--- src/rtl/dcache_pkg.sv ---
// dcache_pkg: shared types, geometry and address-field constants for the 2-way write-back dcache controller
package dcache_pkg;
    localparam int ADDR_W         = 32;
    localparam int LINE_W         = 256;
    localparam int INDEX_W        = 4;
    localparam int TAG_W          = 23;
    localparam int WORDS_PER_LINE = 8;
    localparam int WORD_W         = 32;
    localparam int WSEL_W         = 3;
    localparam int STAG_W         = TAG_W + 2;
    localparam int VALID_BIT      = 24;
    localparam int DIRTY_BIT      = 23;
    localparam int OFF_LSB        = 2;
    localparam int IDX_LSB        = 5;
    localparam int TAG_LSB        = 9;

    typedef enum logic [2:0] {
        S_IDLE,
        S_MISS,
        S_WRITEBACK,
        S_REFILL,
        S_FILL
    } state_t;

    function automatic logic [ADDR_W-1:0] line_addr(input logic [TAG_W-1:0] tag, input logic [INDEX_W-1:0] idx);
        return {tag, idx, {IDX_LSB{1'b0}}};
    endfunction
endpackage

--- src/rtl/dcache_line_merge.sv ---
// dcache_line_merge: selects one word of a cache line and builds the line with that word replaced
module dcache_line_merge
    import dcache_pkg::*;
(
    input  logic [LINE_W-1:0] i_line,
    input  logic [WSEL_W-1:0] i_sel,
    input  logic [WORD_W-1:0] i_word,
    output logic [WORD_W-1:0] o_word,
    output logic [LINE_W-1:0] o_line
);
    assign o_word = i_line[WORD_W*i_sel +: WORD_W];

    for (genvar w = 0; w < WORDS_PER_LINE; w++) begin : g_word
        assign o_line[WORD_W*w +: WORD_W] = (i_sel == WSEL_W'(w)) ? i_word : i_line[WORD_W*w +: WORD_W];
    end
endmodule

--- src/rtl/dcache_ctrl.sv ---
// dcache_ctrl: write-back, write-allocate controller for a 2-way 16-set dcache with write-back/refill on the memory port
module dcache_ctrl
    import dcache_pkg::*;
(
    input  logic              clk_i,
    input  logic              rst_i,
    input  logic              cpu_req_i,
    input  logic              cpu_write_i,
    input  logic [ADDR_W-1:0] cpu_addr_i,
    input  logic [WORD_W-1:0] cpu_data_i,
    output logic [WORD_W-1:0] cpu_data_o,
    output logic              cpu_stall_o,
    output logic              mem_req_o,
    output logic              mem_write_o,
    output logic [ADDR_W-1:0] mem_addr_o,
    output logic [LINE_W-1:0] mem_data_o,
    input  logic [LINE_W-1:0] mem_data_i,
    input  logic              mem_ack_i,
    output logic [INDEX_W-1:0] sram_addr_o,
    output logic [STAG_W-1:0] sram_tag_o,
    output logic [LINE_W-1:0] sram_data_o,
    output logic              sram_enable_o,
    output logic              sram_write_o,
    input  logic [STAG_W-1:0] sram_tag_i,
    input  logic [LINE_W-1:0] sram_data_i,
    input  logic              sram_hit_i
);
    state_t             r_state, w_next;
    logic [TAG_W-1:0]   w_tag;
    logic [INDEX_W-1:0] w_idx;
    logic [WSEL_W-1:0]  w_sel;
    logic [WORD_W-1:0]  w_word;
    logic [LINE_W-1:0]  w_merged, r_line, r_mem_data;
    logic [ADDR_W-1:0]  r_mem_addr;
    logic               r_mem_req, r_mem_write;
    logic               w_idle, w_miss, w_hit_load, w_hit_store, w_ack, w_victim_dirty, w_unused;

    assign w_tag          = cpu_addr_i[ADDR_W-1:TAG_LSB];
    assign w_idx          = cpu_addr_i[TAG_LSB-1:IDX_LSB];
    assign w_sel          = cpu_addr_i[IDX_LSB-1:OFF_LSB];
    assign w_unused       = &{1'b0, cpu_addr_i[OFF_LSB-1:0]};
    assign w_idle         = r_state == S_IDLE;
    assign w_miss         = w_idle & cpu_req_i & ~sram_hit_i;
    assign w_hit_load     = ~rst_i & w_idle & cpu_req_i & ~cpu_write_i & sram_hit_i;
    assign w_hit_store    = ~rst_i & w_idle & cpu_req_i & cpu_write_i & sram_hit_i;
    assign w_ack          = mem_ack_i & r_mem_req;
    assign w_victim_dirty = sram_tag_i[VALID_BIT] & sram_tag_i[DIRTY_BIT];

    assign mem_req_o   = r_mem_req;
    assign mem_write_o = r_mem_write;
    assign mem_addr_o  = r_mem_addr;
    assign mem_data_o  = r_mem_data;
    assign sram_addr_o = w_idx;

    dcache_line_merge u_merge (
        .i_line (sram_data_i),
        .i_sel  (w_sel),
        .i_word (cpu_data_i),
        .o_word (w_word),
        .o_line (w_merged)
    );

    always_ff @(posedge clk_i or posedge rst_i) begin
        if (rst_i) r_state <= S_IDLE;
        else       r_state <= w_next;
    end

    always_comb begin
        w_next = r_state;
        case (r_state)
            S_IDLE:      w_next = w_miss ? S_MISS : S_IDLE;
            S_MISS:      w_next = w_victim_dirty ? S_WRITEBACK : S_REFILL;
            S_WRITEBACK: w_next = w_ack ? S_REFILL : S_WRITEBACK;
            S_REFILL:    w_next = w_ack ? S_FILL : S_REFILL;
            default:     w_next = S_IDLE;
        endcase
    end

    // Stall and SRAM strobes are forced low during reset so an abort releases the CPU at once
    always_comb begin
        cpu_stall_o   = ~rst_i & (~w_idle | w_miss);
        cpu_data_o    = w_hit_load ? w_word : '0;
        sram_write_o  = ~rst_i & (w_hit_store | (r_state == S_FILL));
        sram_data_o   = (r_state == S_FILL) ? r_line : w_merged;
        sram_tag_o    = {1'b1, w_hit_store, w_tag};
        sram_enable_o = cpu_req_i | ~w_idle;
    end

    always_ff @(posedge clk_i or posedge rst_i) begin
        if (rst_i) begin
            r_mem_req   <= 1'b0;
            r_mem_write <= 1'b0;
            r_mem_addr  <= '0;
            r_mem_data  <= '0;
            r_line      <= '0;
        end else begin
            case (r_state)
                S_MISS: begin
                    r_mem_req   <= 1'b1;
                    r_mem_write <= w_victim_dirty;
                    r_mem_addr  <= line_addr(w_victim_dirty ? sram_tag_i[TAG_W-1:0] : w_tag, w_idx);
                    if (w_victim_dirty) r_mem_data <= sram_data_i;
                end
                S_WRITEBACK: if (w_ack) begin
                    r_mem_write <= 1'b0;
                    r_mem_addr  <= line_addr(w_tag, w_idx);
                end
                S_REFILL: if (w_ack) begin
                    r_mem_req <= 1'b0;
                    r_line    <= mem_data_i;
                end
                default: ;
            endcase
        end
    end
endmodule

--- config.mk ---
export PLATFORM = sky130hd
export DESIGN_NAME = dcache_ctrl
export DESIGN_NICKNAME = d
export VERILOG_FILES = /design/src/rtl/dcache_pkg.sv /design/src/rtl/dcache_line_merge.sv /design/src/rtl/dcache_ctrl.sv
export SDC_FILE = /design/constraint.sdc
export NUM_CORES = 2
export LEC_CHECK = 0
export ABC_AREA = 1
export BUFFER_PORTS_ARGS = -buffer_cell sky130_fd_sc_hd__buf_2
export CAP_MARGIN = 5
export CORE_AREA = 2 2 468 470
export DETAILED_ROUTE_END_ITERATION = 7
export DIE_AREA = 0 0 470 472
export PLACE_DENSITY_LB_ADDON = 0.2
export SLEW_MARGIN = 40
export SYNTH_ARGS = -nofsm -noshare
export SYNTH_HDL_FRONTEND = slang
export SYNTH_SLANG_ARGS = --single-unit
--- constraint.sdc ---
create_clock -name clk_i -period 18.1 [get_ports clk_i]
set_clock_uncertainty 0.05 [all_clocks]
set_input_delay 2.715 -clock clk_i [delete_from_list [all_inputs] [get_ports clk_i]]
set_output_delay 2.715 -clock clk_i [all_outputs]
set_load 0.02 [all_outputs]
* Word-level counts from Yosys, hierarchy flattened
Index checks and enable logic that the tools add are counted.
** Storage, ports and cells
- Register bits after elaboration :: 549
- Bits of input ports :: 607
- Output and inout port bits :: 610
- Logic and storage cells :: 68
** Operators by class
- Equal/unequal tests :: 13
- Shifts and indexed selects :: 1
- Mux-type cells :: 21
- Bitwise logic cells :: 19
- Reduce and logical (&&, ||, !) cells :: 8
** Operators by type and width (count)
- $mux 32 :: 10
- $mux 256 :: 1
- $shiftx 256x9->32 :: 1
- $pmux 32 s2 :: 1
- $mux 23 :: 1
- $eq 3x3->1 const B :: 5
- $and 1x1->1 :: 12
- $eq 3x2->1 const B :: 4
- $pmux 3 s4 :: 1
- $reduce_and 2->1 :: 4
- $eq 3x1->1 const B :: 2
- $logic_not 3->1 :: 2
- $mux 1 :: 4
- $ne 2x2->1 const B :: 2
- $not 1->1 :: 4
- $pmux 1 s2 :: 2
- $reduce_bool 2->1 :: 2
- $mux 3 :: 1
- $or 1x1->1 :: 3

* Longest topological paths before layout
- Depth after elaboration :: 7
- Depth in mapped cells :: 11
- Mapped depth without buffers :: 8

* Cells and area by module
From an unflattened synthesis, not the netlist that was laid out.
** Unflattened totals
- Cells, all modules :: 4554
- Area, all modules :: 30785.8 um2
** By module, submodules not included
- dcache_ctrl :: instances 1, cells an instance 3224, area an instance 25099.1 um2, sequential area each 13613.1 um2
- dcache_line_merge :: instances 1, cells an instance 1330, area an instance 5686.7 um2, sequential area each 0.0 um2

* Worst setup path before layout
Ideal clock, no wire load.
- Path kind :: input to output
- Start point :: in rst_i
- End point :: out cpu_data_o[10]
- Data arrival time :: 16.201 ns
- Data required time :: 15.335 ns
- Path slack :: -0.866 ns
- Cell stages on the path :: 6
- Path buffers :: 1
- Cells stage by stage :: inv_1 > nand4_1 > nor2_1 > buf_2 > nand2_1 > nor2_1
** Between the ends
- Longest elaborated chain between the ends :: 6
** Ends and longest elaborated chain
- start, declared :: line dcache_ctrl.sv:6 : input logic rst_i,
- $not 1->1 :: line dcache_ctrl.sv:44 : assign w_hit_load = ~rst_i & w_idle & cpu_req_i & ~cpu_write_i & sram_hit_i;
- $and 1x1->1 (4 in a row) :: line dcache_ctrl.sv:44
- $mux 32 :: line dcache_ctrl.sv:82 : cpu_data_o = w_hit_load ? w_word : '0;
- end, declared :: line dcache_ctrl.sv:11 : output logic [WORD_W-1:0] cpu_data_o,
Every way passes these cells.

* Final worst setup path
- Start point :: in cpu_addr_i[4]
- End point :: out sram_data_o[235]
** Between the ends
- Longest elaborated chain between the ends :: 3
** Ends and longest elaborated chain
- start, declared :: line dcache_ctrl.sv:9 : input logic [ADDR_W-1:0] cpu_addr_i,
- $eq 3x3->1 :: line dcache_line_merge.sv:14 : assign o_line[WORD_W*w +: WORD_W] = (i_sel == WSEL_W'(w)) ? i_word : i_line[WORD_W*w +: WORD_W];
- $mux 32 :: line dcache_line_merge.sv:14
- $mux 256 :: line dcache_ctrl.sv:84 : sram_data_o = (r_state == S_FILL) ? r_line : w_merged;
- end, declared :: line dcache_ctrl.sv:21 : output logic [LINE_W-1:0] sram_data_o,
Every way passes these cells.

==> impl_metrics.ini <==
[global_routing]
grt_overflow = 0
grt_usage = 0.2255
grt_start_max_net_pins = 108
grt_pass1_wl_um = 332300
grt_pass1_vias = 33351
antenna_found_initial = 110

[logic_synthesis]
synth_edf_count = 0
synth-seq-cells = 544
yosys.cell_count.top_type = nand2_1
synthTopCellsByArea = dfrtp_1, nand2_1, a31oi_1
synth.top_cell.area_share = 0.4576
synthArstFlopShare = 1.000
synth.avg_cell_area_sq_um = 6.884
yosysTopAreaCell = dfrtp_1
ys_types = 26
synth-main-ff-cell = dfrtp_1
synthesis.area_sq_mm = 0.02975
synth_common_cells = nand2_1, dfrtp_1, nor2_1
synth_cells = 4321
synth_warnings = 0
synth_seq_area_share = 0.4576

[timing]
period_share = 0.4838
fin_tns_setup_ps = 0
max_freq_mhz = 114.2
fin_crit_ps = 8757
hold_viol_final = 0
slew_headroom = 0.4178
worst_slew_pin_slew_ps = 873.3
drv_slew = 0
rsz0062_at_grt = no
setup_viol = 0

[clocking]
root_buffer = clkbuf_16
insertion_delay_ps = 710
htreeDepth = 3
cts_setup_buffers = 0
clock_path_buffers = 3
hold_buffers = 0
clock-sinks = 544
cts_tree = yes
clk_pin_slew_ps = 60
cts_resized = 0
cts_buffers = 83

[pwr]
power_leakage_uw = 0.02311
worst_ir_drop_vdd_mv = 0.06689
p_per_area_mw_per_mm2 = 153.0

[die]
initial_utilization = 0.1374
core_area_sq_mm = 0.2165
rows = 171
dieHeight_um = 472
die_w_um = 470
num_io_pins = 1217
dieArea_sq_mm = 0.2218

[hold_path]
holdCritPathClass = flip-flop to flip-flop

[place]
portBuffers = 1208
hpwl_um = 198900
gp_congestion = 0.8908
dpl.cell_count = 8125

[route]
wl_per_cell_um = 31.14
ant_nets = 0
dr.pass1.iters = 5
viasPerCell = 4.163
wl_um = 259300
drc_errors = 0
drtIter0Drc = 2927
vias = 34670

[run_status]
outcome = completed

[cells_and_area]
stdcell_count = 8328
multiInputGateArea_sq_mm = 0.01334
layout-drive-gt1-share = 0.2856
nets = 5964
fillers = 25099
seqCellArea_sq_mm = 0.01361
syn2layout_area_growth_pct = 39.41

[critical_path]
worstSetupPathType = input port to output port
cp.required_ps = 15340
crit_path_end_kind = output port
crit_arrival_ps = 5990
start_kind = input port
path_max_fanout = 37

[run]
max_cap_viol_count = 0
layer usage:
metal | vias to the layer above | wire length (um) | track usage
li1 | 15465 | - | -
met5 | - | 240 | 0
met4 | 40 | 10470 | 0.08180
met1 | 17068 | 112100 | 0.2936
met3 | 341 | 21290 | 0.06429
met2 | 1756 | 115200 | 0.3532
where the power goes:
group	total (uW)	switching, uW	internal [uW]	leakage (uW)
clock	1700	705	995	0.00133
sequential	2070	310	1760	0.00684
combinational	2570	1850	720	0.0149
total	6340	2860	3480	0.0231
worst max-delay path, cell delays in order:
cell	delay [ps]
buf_2	380
clkinv_2	660
buf_4	510
nor2_2	150
buf_4	440
inv_1	80
buf_4	270
nand2_1	120
a31oi_1	250
buf_2	290
state kept, by name, indices dropped and copies added, names as in the netlist:
register / flops
r_state: 3
mem_write_o: 1
r_line: 256
mem_addr_o: 27
mem_req_o: 1
mem_data_o: 256
cell usage in the layout, fill, tap and decap left out, drive strengths merged:
cell / instances
a31oi: 257
nor2: 363
nor3: 1
o22ai: 1
nand3: 65
clkinvlp: 8
nand3b: 1
clkinv: 12
or2: 1
inv: 315
conb: 6
dfrtp: 544
o21ai: 250
buf: 1285
nand2: 2180
bufinv: 4
nand4: 3
clkbuf: 121
diode: 57
final cells by class:
type / count / share of cell area
repair buffers: 1285 / 0.1652
clock buffers: 121 / 0.05911
clock inverters: 24 / 0.007241
diodes: 57 / 0.003440
inverters: 315 / 0.02896
well taps: 2854 / 0.08611
multi-input cells: 3128 / 0.3217
flip-flops and latches: 544 / 0.3283
cells by family (layout without fill, tap and decap cells):
logic type,after synthesis,in the layout,share of synthesized area
other,2,63,0.0002525
and+or+nand+nor,2614,2614,0.3342
DFF,544,544,0.4576
AOI/OAI and AO/OA,508,508,0.1089
buffers and inverters,653,1745,0.09893
through the flow:
step | setup WS [ps] | cell area [sq um] | util | hold WS, ps | power (uW)
6_report | 9343 | 41470 | 0.1915 | 415.1 | 6344
5_1_grt | 9157 | 41390 | 0.1911 | 438.5 | 6691
4_1_cts | 9179 | 41300 | 0.1908 | 416.7 | 6428
3_5_place_dp | 9179 | 38550 | 0.1780 | 403.7 | 4680
3_3_place_gp | 8923 | 38270 | 0.1768 | 399.1 | 4655
2_1_floorplan | 3180 | 29760 | - | 399.5 | 3446
worst paths after layout:
path                                    start                to  slack (ps)  cells after the start
worst max register to register     r_state[2]       r_line[121]       14210                      7
worst min register to register  mem_addr_o[7]     mem_addr_o[7]         420                      2
max in group asynchronous               rst_i   mem_data_o[128]       13280                      7
min in group asynchronous               rst_i         r_line[7]        2020                      2
worst min-delay path            mem_addr_o[7]     mem_addr_o[7]         420                      2
worst max-delay path            cpu_addr_i[4]  sram_data_o[235]        9340                     10
Note: power is estimated with default switching activity, not from simulation.
